===== config.mk =====
export PLATFORM = sky130hd
export DESIGN_NAME = refill_read_channel_flat
export DESIGN_NICKNAME = d
export VERILOG_FILES = /design/src/rtl/dcache_config.sv /design/src/rtl/refill_read_channel_if.sv /design/src/rtl/refill_read_channel.sv /design/src/flat_wrapper.sv
export SDC_FILE = /design/constraint.sdc
export NUM_CORES = 1
export LEC_CHECK = 0
export BUFFER_PORTS_ARGS = -buffer_cell sky130_fd_sc_hd__buf_4
export CAP_MARGIN = 30
export CORE_ASPECT_RATIO = 2
export CORE_MARGIN = 2
export CORE_UTILIZATION = 25
export CTS_CLUSTER_SIZE = 40
export DETAILED_ROUTE_END_ITERATION = 12
export GPL_TIMING_DRIVEN = 0
export SKIP_CTS_REPAIR_TIMING = 1
export SYNTH_ARGS = -nofsm -noshare
export SYNTH_HDL_FRONTEND = slang
export SYNTH_SLANG_ARGS = --single-unit

===== constraint.sdc =====
create_clock -name clk -period 1.9 [get_ports clk]
set_input_delay 0.095 -clock clk [delete_from_list [all_inputs] [get_ports clk]]
set_output_delay 0.095 -clock clk [all_outputs]
set_load 0.005 [all_outputs]

===== src/rtl/dcache_config.sv =====
// Shared cache-side AXI constants and the refill read-channel state encoding.
package dcache_config;

    localparam logic [1:0] BURST_FIXED = 2'b00;
    localparam logic [1:0] BURST_INCR  = 2'b01;
    localparam logic [1:0] BURST_WRAP  = 2'b10;

    localparam logic [1:0] RESP_OKAY   = 2'b00;

    localparam logic [3:0] AR_CACHE    = 4'b0011;
    localparam logic [2:0] AR_PROT     = 3'b000;
    localparam logic [3:0] AR_QOS      = 4'b0000;

    typedef enum logic [1:0] {
        S_IDLE,
        S_ADDR,
        S_DATA,
        S_RESP
    } rd_state_t;

endpackage


===== src/rtl/refill_read_channel_if.sv =====
// AXI4 read-address / read-data channel bundle between refill master and slave.
interface refill_read_channel_if #(
    parameter int ADDR_W   = 32,
    parameter int DATA_W   = 32,
    parameter int AXI_ID_W = 4
);
    logic                arvalid;
    logic                arready;
    logic [ADDR_W-1:0]   araddr;
    logic [7:0]          arlen;
    logic [2:0]          arsize;
    logic [1:0]          arburst;
    logic                arlock;
    logic [3:0]          arcache;
    logic [2:0]          arprot;
    logic [3:0]          arqos;
    logic [AXI_ID_W-1:0] arid;
    logic                rvalid;
    logic                rready;
    logic [DATA_W-1:0]   rdata;
    logic [1:0]          rresp;
    logic                rlast;

    modport master (
        output arvalid, araddr, arlen, arsize, arburst,
        output arlock, arcache, arprot, arqos, arid, rready,
        input  arready, rvalid, rdata, rresp, rlast
    );

    modport slave (
        input  arvalid, araddr, arlen, arsize, arburst,
        input  arlock, arcache, arprot, arqos, arid, rready,
        output arready, rvalid, rdata, rresp, rlast
    );
endinterface


===== src/rtl/refill_read_channel.sv =====
// AXI4 read master for cache line refills and uncached loads, with
// critical-word-first WRAP bursts, burst-length checking and bounded retry.
module refill_read_channel
    import dcache_config::*;
#(
    parameter int ADDR_W       = 32,
    parameter int DATA_W       = 32,
    parameter int LINE_BEATS_W = 2,
    parameter int AXI_ID_W     = 4,
    parameter int AXI_ID       = 0,
    parameter int MAX_RETRY    = 3,
    parameter bit WRAP_EN      = 1'b1
) (
    input  logic                    clk,
    input  logic                    reset_n,
    input  logic                    req_valid,
    output logic                    req_ready,
    input  logic [ADDR_W-1:0]       req_addr,
    input  logic                    req_uncached,
    output logic                    busy,
    output logic                    beat_valid,
    output logic [LINE_BEATS_W-1:0] beat_idx,
    output logic [DATA_W-1:0]       beat_data,
    output logic                    beat_last,
    output logic                    done,
    output logic                    error,
    refill_read_channel_if.master   axi
);

    localparam int BYTE_W = $clog2(DATA_W / 8);
    localparam int BEATS  = 1 << LINE_BEATS_W;
    localparam int CNT_W  = LINE_BEATS_W + 1;
    localparam int RW     = $clog2(MAX_RETRY + 2);

    localparam logic [ADDR_W-1:0] BEAT_MASK =
        ~((ADDR_W'(1) << BYTE_W) - ADDR_W'(1));
    localparam logic [ADDR_W-1:0] LINE_MASK =
        ~((ADDR_W'(1) << (BYTE_W + LINE_BEATS_W)) - ADDR_W'(1));
    localparam logic [RW-1:0]    RETRY_MAX = RW'(MAX_RETRY);
    localparam logic [CNT_W-1:0] CNT_SAT   = CNT_W'(BEATS);

    rd_state_t         r_state;
    rd_state_t         w_next;
    logic [ADDR_W-1:0] r_addr_q;
    logic              r_unc_q;
    logic [CNT_W-1:0]  r_cnt;
    logic              r_err_q;
    logic [RW-1:0]     r_retry;

    logic                    w_accept;
    logic                    w_ar_fire;
    logic                    w_r_fire;
    logic                    w_can_retry;
    logic [CNT_W-1:0]        w_len;
    logic                    w_cnt_eq;
    logic                    w_cnt_le;
    logic                    w_beat_err;
    logic [LINE_BEATS_W-1:0] w_start;

    assign w_accept    = req_valid && (r_state == S_IDLE);
    assign w_ar_fire   = (r_state == S_ADDR) && axi.arready;
    assign w_r_fire    = (r_state == S_DATA) && axi.rvalid;
    assign w_can_retry = r_retry < RETRY_MAX;

    assign w_len    = r_unc_q ? '0 : CNT_W'(BEATS - 1);
    assign w_cnt_eq = r_cnt == w_len;
    assign w_cnt_le = r_cnt <= w_len;

    // Bad response, early rlast, or missing rlast on the final expected beat.
    assign w_beat_err = (axi.rresp != RESP_OKAY)
                      || (axi.rlast && !w_cnt_eq)
                      || (!axi.rlast && w_cnt_eq);

    assign w_start = (r_unc_q || WRAP_EN)
                   ? r_addr_q[BYTE_W +: LINE_BEATS_W] : '0;

    assign axi.arvalid = r_state == S_ADDR;
    assign axi.rready  = r_state == S_DATA;
    assign axi.arlen   = r_unc_q ? 8'd0 : 8'(BEATS - 1);
    assign axi.arsize  = 3'(BYTE_W);
    assign axi.arburst = (!r_unc_q && WRAP_EN) ? BURST_WRAP : BURST_INCR;
    assign axi.araddr  = (r_unc_q || WRAP_EN)
                       ? (r_addr_q & BEAT_MASK) : (r_addr_q & LINE_MASK);
    assign axi.arlock  = 1'b0;
    assign axi.arcache = AR_CACHE;
    assign axi.arprot  = AR_PROT;
    assign axi.arqos   = AR_QOS;
    assign axi.arid    = AXI_ID_W'(AXI_ID);

    assign req_ready  = r_state == S_IDLE;
    assign busy       = r_state != S_IDLE;
    assign beat_data  = axi.rdata;
    assign beat_idx   = w_start + r_cnt[LINE_BEATS_W-1:0];
    assign beat_valid = w_r_fire && (axi.rresp == RESP_OKAY)
                      && !r_err_q && w_cnt_le;
    assign beat_last  = beat_valid && axi.rlast && w_cnt_eq;
    assign done       = (r_state == S_RESP) && !r_err_q;
    assign error      = (r_state == S_RESP) && r_err_q && !w_can_retry;

    always_comb begin
        w_next = r_state;
        unique case (r_state)
            S_IDLE: if (w_accept) w_next = S_ADDR;
            S_ADDR: if (axi.arready) w_next = S_DATA;
            S_DATA: if (axi.rvalid && axi.rlast) w_next = S_RESP;
            S_RESP: w_next = (r_err_q && w_can_retry) ? S_ADDR : S_IDLE;
            default: w_next = S_IDLE;
        endcase
    end

    always_ff @(posedge clk or negedge reset_n) begin
        if (!reset_n) begin
            r_state  <= S_IDLE;
            r_addr_q <= '0;
            r_unc_q  <= 1'b0;
            r_cnt    <= '0;
            r_err_q  <= 1'b0;
            r_retry  <= '0;
        end else begin
            r_state <= w_next;
            if (w_accept) begin
                r_addr_q <= req_addr;
                r_unc_q  <= req_uncached;
                r_retry  <= '0;
            end
            if (w_ar_fire) begin
                r_cnt   <= '0;
                r_err_q <= 1'b0;
            end else if (w_r_fire) begin
                if (r_cnt != CNT_SAT) r_cnt <= r_cnt + 1'b1;
                if (w_beat_err) r_err_q <= 1'b1;
            end
            if ((r_state == S_RESP) && r_err_q && w_can_retry)
                r_retry <= r_retry + 1'b1;
        end
    end

endmodule


===== src/flat_wrapper.sv =====
// flat-port wrapper written by rule: the top's interface ports become plain ports
module refill_read_channel_flat import dcache_config::*;
#(
    parameter int ADDR_W       = 32,
    parameter int DATA_W       = 32,
    parameter int LINE_BEATS_W = 2,
    parameter int AXI_ID_W     = 4,
    parameter int AXI_ID       = 0,
    parameter int MAX_RETRY    = 3,
    parameter bit WRAP_EN      = 1'b1
)
  (clk, reset_n, req_valid, req_ready, req_addr, req_uncached, busy, beat_valid, beat_idx, beat_data, beat_last, done, error, axi_arvalid, axi_araddr, axi_arlen, axi_arsize, axi_arburst, axi_arlock, axi_arcache, axi_arprot, axi_arqos, axi_arid, axi_rready, axi_arready, axi_rvalid, axi_rdata, axi_rresp, axi_rlast);
  refill_read_channel_if #(.ADDR_W(ADDR_W), .DATA_W(DATA_W), .AXI_ID_W(AXI_ID_W)) axi_i ();
  input  logic clk;
  input  logic reset_n;
  input  logic req_valid;
  output logic req_ready;
  input  logic [ADDR_W-1:0] req_addr;
  input  logic req_uncached;
  output logic busy;
  output logic beat_valid;
  output logic [LINE_BEATS_W-1:0] beat_idx;
  output logic [DATA_W-1:0] beat_data;
  output logic beat_last;
  output logic done;
  output logic error;
  output wire logic [$bits(axi_i.arvalid)-1:0] axi_arvalid;
  output wire logic [$bits(axi_i.araddr)-1:0] axi_araddr;
  output wire logic [$bits(axi_i.arlen)-1:0] axi_arlen;
  output wire logic [$bits(axi_i.arsize)-1:0] axi_arsize;
  output wire logic [$bits(axi_i.arburst)-1:0] axi_arburst;
  output wire logic [$bits(axi_i.arlock)-1:0] axi_arlock;
  output wire logic [$bits(axi_i.arcache)-1:0] axi_arcache;
  output wire logic [$bits(axi_i.arprot)-1:0] axi_arprot;
  output wire logic [$bits(axi_i.arqos)-1:0] axi_arqos;
  output wire logic [$bits(axi_i.arid)-1:0] axi_arid;
  output wire logic [$bits(axi_i.rready)-1:0] axi_rready;
  input wire logic [$bits(axi_i.arready)-1:0] axi_arready;
  input wire logic [$bits(axi_i.rvalid)-1:0] axi_rvalid;
  input wire logic [$bits(axi_i.rdata)-1:0] axi_rdata;
  input wire logic [$bits(axi_i.rresp)-1:0] axi_rresp;
  input wire logic [$bits(axi_i.rlast)-1:0] axi_rlast;
  assign axi_arvalid = axi_i.arvalid;
  assign axi_araddr = axi_i.araddr;
  assign axi_arlen = axi_i.arlen;
  assign axi_arsize = axi_i.arsize;
  assign axi_arburst = axi_i.arburst;
  assign axi_arlock = axi_i.arlock;
  assign axi_arcache = axi_i.arcache;
  assign axi_arprot = axi_i.arprot;
  assign axi_arqos = axi_i.arqos;
  assign axi_arid = axi_i.arid;
  assign axi_rready = axi_i.rready;
  assign axi_i.arready = axi_arready;
  assign axi_i.rvalid = axi_rvalid;
  assign axi_i.rdata = axi_rdata;
  assign axi_i.rresp = axi_rresp;
  assign axi_i.rlast = axi_rlast;
  refill_read_channel #(.ADDR_W(ADDR_W), .DATA_W(DATA_W), .LINE_BEATS_W(LINE_BEATS_W), .AXI_ID_W(AXI_ID_W), .AXI_ID(AXI_ID), .MAX_RETRY(MAX_RETRY), .WRAP_EN(WRAP_EN)) u_core (.clk(clk), .reset_n(reset_n), .req_valid(req_valid), .req_ready(req_ready), .req_addr(req_addr), .req_uncached(req_uncached), .busy(busy), .beat_valid(beat_valid), .beat_idx(beat_idx), .beat_data(beat_data), .beat_last(beat_last), .done(done), .error(error), .axi(axi_i));
endmodule

Word level (Yosys, flattened, before mapping). Cells that the tools add are included.

Bits in registers: 42. Output and inout bits: 103.

Equality and inequality tests: 8. Order comparisons: 2. Reductions and logical operators: 33. Add/sub/neg operators: 3. Muxes and demuxes: 16.

Operators by type and width (count): $logic_and A1 B1 Y1 (16); $mux W3 (5); $mux W2 (6); $reduce_bool A2 Y1 (6); $pmux W2 S4 (1); $add A3 B1 Y3 const B (2); $ne A2 B1 Y1 const B (3); $eq A2 B2 Y1 const B (2); $logic_not A1 Y1 (4); $logic_not A2 Y1 (2); $mux W1 (4); $reduce_and A2 Y1 (2); $eq A3 B3 Y1 (1); $le A3 B3 Y1 (1); $lt A3 B2 Y1 const B (1); $ne A3 B3 Y1 const B (1); $reduce_and A3 Y1 (1); $add A2 B2 Y2 (1); $eq A2 B1 Y1 const B (1); $logic_or A1 B1 Y1 (2).

Depth between registers and ports, before layout.
Depth in word-level cells: 9. Mapped depth: 6. Mapped depth without buffers: 5.

Worst setup path before layout. OpenSTA, ideal clock, no wires.

Path kind: register -> register. From: reg u_core.r_state[0]. To: reg u_core.r_state[1]. Cell stages (with the launch flop): 6. Arrival: 1430 ps. Buffers on the path: 0. Slack: 345 ps. Clock period less this slack: 1555 ps. Cells stage by stage: dfrtp_1 -> inv_1 -> ha_1 -> nor2b_1 -> a211o_1 -> mux2_4.

Longest elaborated chain between the ends: 4.

Ends and longest elaborated chain: start: declaration (line refill_read_channel.sv:42) `rd_state_t r_state;`; start signal: assignment (line refill_read_channel.sv:120) `r_state <= w_next;`; $logic_not A2 Y1 *; via req_ready (line flat_wrapper.sv:17) `output logic req_ready;`; $logic_and A1 B1 Y1 (line refill_read_channel.sv:60) `assign w_accept = req_valid && (r_state == S_IDLE);`; $ne A2 B1 Y1 (no line); $reduce_and A3 Y1 (no line).

Mark *: on every way through the listed nets, which the timed path passes. The rest lies on a longest branch. A chain may end at the register's enable or synchronous reset.

Worst setup path after layout.
From: reg u_core.r_unc_q. To: out beat_valid.

Longest elaborated chain between the ends: 3.

Ends and longest elaborated chain: start: declaration (line refill_read_channel.sv:45) `logic r_unc_q;`; start signal: assignment (line refill_read_channel.sv:123) `r_unc_q <= req_uncached;`; $mux W2 (line refill_read_channel.sv:65) `assign w_len = r_unc_q ? '0 : CNT_W'(BEATS - 1);`; $le A3 B3 Y1 (line refill_read_channel.sv:67) `assign w_cnt_le = r_cnt <= w_len;`; $logic_and A1 B1 Y1 (line refill_read_channel.sv:95) `&& !r_err_q && w_cnt_le;`; end: declaration (line flat_wrapper.sv:21) `output logic beat_valid;`.

Every way passes these cells.

==> impl_results.md <==
- Slowest-stage cell, CP: dfrtp_2
- Main area contributors after synthesis: dfrtp_1 44%, buf_4 20%, mux2_2 15%, ha_1 6.0%, a21oi_1 1.3%
- Port bufs: 114
- Antenna violations before repair: 0
- Nature of the critical path endpoint: output port
- Post-synth top area share: 0.4350
- Final setup violating endpoints: 0
- Vias in the first global route: 1810
- Synth Instances: 204
- Nets: 435
- CP peak stage delay: 0.45 ns
- Combinational Power Share: 0.464
- CP arrival: 1.64 ns
- Die ar.: 10030 sq um
- Initial Util: 0.2571
- Final max-slew violation count: 0
- Clk slew on worst S/H paths: 0.07 ns
- Crit path buffers/inverters: 2
- Worst Setup Start Kind: flop
- Placed cells: 445
- Post-synth top flop: dfrtp_1
- Largest net degree at the start of global routing: 41
- Rows: 49
- Die X: 71.84 microns
- Area Growth Syn to Fin: 54.76%
- Syn Area/Cell: 11.28 sq um
- # IOs: 176
- Crit path time final: 1.733 ns
- Pwr/cell area: 1326 nW/um^2
- Worst-skew pair later-pin latency: 0.29 ns
- RSZ-0062 raised after global routing: false
- Root Driver: clkbuf_16
- Period utilization: 0.9123
- DR WL/cell: 12.12 microns
- Critical path class: reg -> out
- Core area: 8951 sq um
- Setup TNS: 0 ns
- Share of layout cells above drive strength 1: 0.6278
- Max-slew headroom: 0.6512
- Peak VDD IR: 665.8 uV
- Clock share of power: 0.208
- CP top delay family: flip-flops
- CTS tree: done
- Post-synthesis sequential area ratio: 0.4350
- Status: finished, final reports clean
- Register area: 1002 sq um
- Drc violations: 0
- # H-tree levels: 2
- Cell area after synthesis: 2301 sq um
- Post-synth EDFFs: 0
- Total grt overflow: 0
- Final Hold Fails: 0
- Drt total wl: 5501 microns
- GP Congestion: 0.7032
- LEAKAGE: 0.001888 uW
- Non-Filler Instances: 454
- Maximum fanout along the worst path: 4
- Area of the multi-input gates: 883.3 sq um
- First-pass GRT wire length: 8280 microns
- CTS Buffer Depth: 2
- Vias: 1860
- Switching power: 1436 uW
- #FFs+latches synth: 40
- Synth cell types: 30
- Post-Route Skew: 0.009718 ns
- Commonest non-fill, non-tap cell in the layout: buf_4
- Via-to-Cell Ratio: 4.097
- Flop pwr share: 0.329
- Hold crit path type: in -> reg
- Crit path cell chain: inv_1 -> ha_1 -> and3b_1 -> a21oi_1 -> nor2_1 -> buf_4
- Syn. warnings: 0
- Gr usage total: 0.1069
- Post-route antenna net violation count: 0
- CTS Buf Count: 5
- Fmax achieved: 576.9 MHz
- Least-Margin Pin Slew: 0.5232 ns
- Detailed Route Iter0 Violations: 46
- Power Internal: 3285 uW
- Pre-antenna DRT Iters: 4
- Post-synth top area cell: dfrtp_1
- Async set-reset flop share out of synthesis: 1.000
- N_diodes: 0
- CTS sink count: 40
- Most frequent cells in the layout: 176 x buf_4, 39 x dfrtp_1, 31 x mux2_2
- CP Data Required Time: 1.80 ns
- MaxCap Viol Count: 0
- DP HPWL: 4547 microns
- Dpl ws: 0.1406 ns
- Die height: 139.7 microns
- Final worst slack: 0.1667 ns
- Sw Ratio: 0.3042
- Number of fill cells: 894
[Yosys cell counts, types with 2 or more instances]
library cell,number
ha_1,11
nand2_1,6
mux2i_1,2
nor2b_1,3
nand3_1,2
xnor2_1,3
o21ai_0,2
conb_1,2
buf_4,62
mux2_2,31
and2_1,2
nand2b_1,2
or3_1,2
inv_1,8
dfrtp_1,40
buf_2,3
nor2_1,5
a21oi_1,6
[sequential cells by signal, summed over array words and instances, names as in the netlist]
| name | cells |
|---|---|
| u_core.r_cnt | 3 |
| u_core.r_unc_q | 1 |
| u_core.r_state | 2 |
| u_core.r_err_q | 1 |
| u_core.r_retry | 3 |
| u_core.r_addr_q | 30 |
[worst reg2reg max path, cell delays in order, from the launching register on]
cell,delay [ns]
dfrtp_1,0.40
inv_1,0.10
ha_1,0.27
nand2_2,0.18
buf_2,0.29
mux2_2,0.36
[cell type report]
cell class                 instances  share of cell area
sequential                        40              0.2814
clock inverter                     3             0.01300
buffer                            65              0.1349
multi-input combinational        116              0.2481
inverter                           8            0.008433
timing repair buffer             115              0.2431
clock buffer                       5             0.03514
tap                              102             0.03584
[logic make-up (layout without fill, tap and decap cells)]
kind of cell,after synthesis,count (layout),share of synthesized area
buffers and inverters,73,196,0.2219
flip-flops,40,40,0.4350
multiplexers,34,34,0.1669
AND/OR/NAND/NOR,27,27,0.06199
AO/OA/AOI/OAI,14,14,0.03970
adder cells (fa/ha/maj),11,11,0.05981
XOR/XNOR,3,3,0.01142
other,2,27,0.003264
[through the flow]
step	power, uW	utilization	instance area, sq um	hold slack, ns
6_report	4721	0.3978	3561	0.03556
5_1_grt	5110	0.3978	3561	0.02882
4_1_cts	4830	0.3966	3550	-0.1910
3_5_place_dp	3812	0.3774	3378	0.1241
3_3_place_gp	3753	0.3774	3378	0.1123
2_1_floorplan	2685	-	2395	-0.2006
[power by group through the flow]
stage | combinational (uW) | sequential (uW) | clock [uW]
2_1_floorplan | 1140 | 1540 | 0
3_3_place_gp | 2190 | 1560 | 0
3_5_place_dp | 2230 | 1580 | 0
4_1_cts | 2240 | 1570 | 1020
5_1_grt | 2440 | 1620 | 1050
6_report | 2190 | 1550 | 981
[routing by layer]
metal  wire length, microns  vias to the layer above  GRT usage
li1                       -                      879          -
met1                   1671                      854    0.09578
met2                   3104                      120     0.2130
met3                    627                        7    0.02679
met4                     97                        0    0.04469
met5                      0                        -          0
[worst paths after layout]
kind                                     startpoint                  end  slack [ns]  depth (start not counted)
worst max-delay path                 u_core.r_unc_q           beat_valid        0.17                          6
worst min-delay path                    req_addr[7]   u_core.r_addr_q[7]        0.04                          2
worst max register to register    u_core.r_state[0]  u_core.r_addr_q[23]        0.19                          5
worst min register to register  u_core.r_addr_q[29]  u_core.r_addr_q[29]        0.51                          1
max in group asynchronous                   reset_n       u_core.r_unc_q        1.20                          2
min in group asynchronous                   reset_n  u_core.r_addr_q[19]        0.33                          2
(Power assumes the default switching activity.)
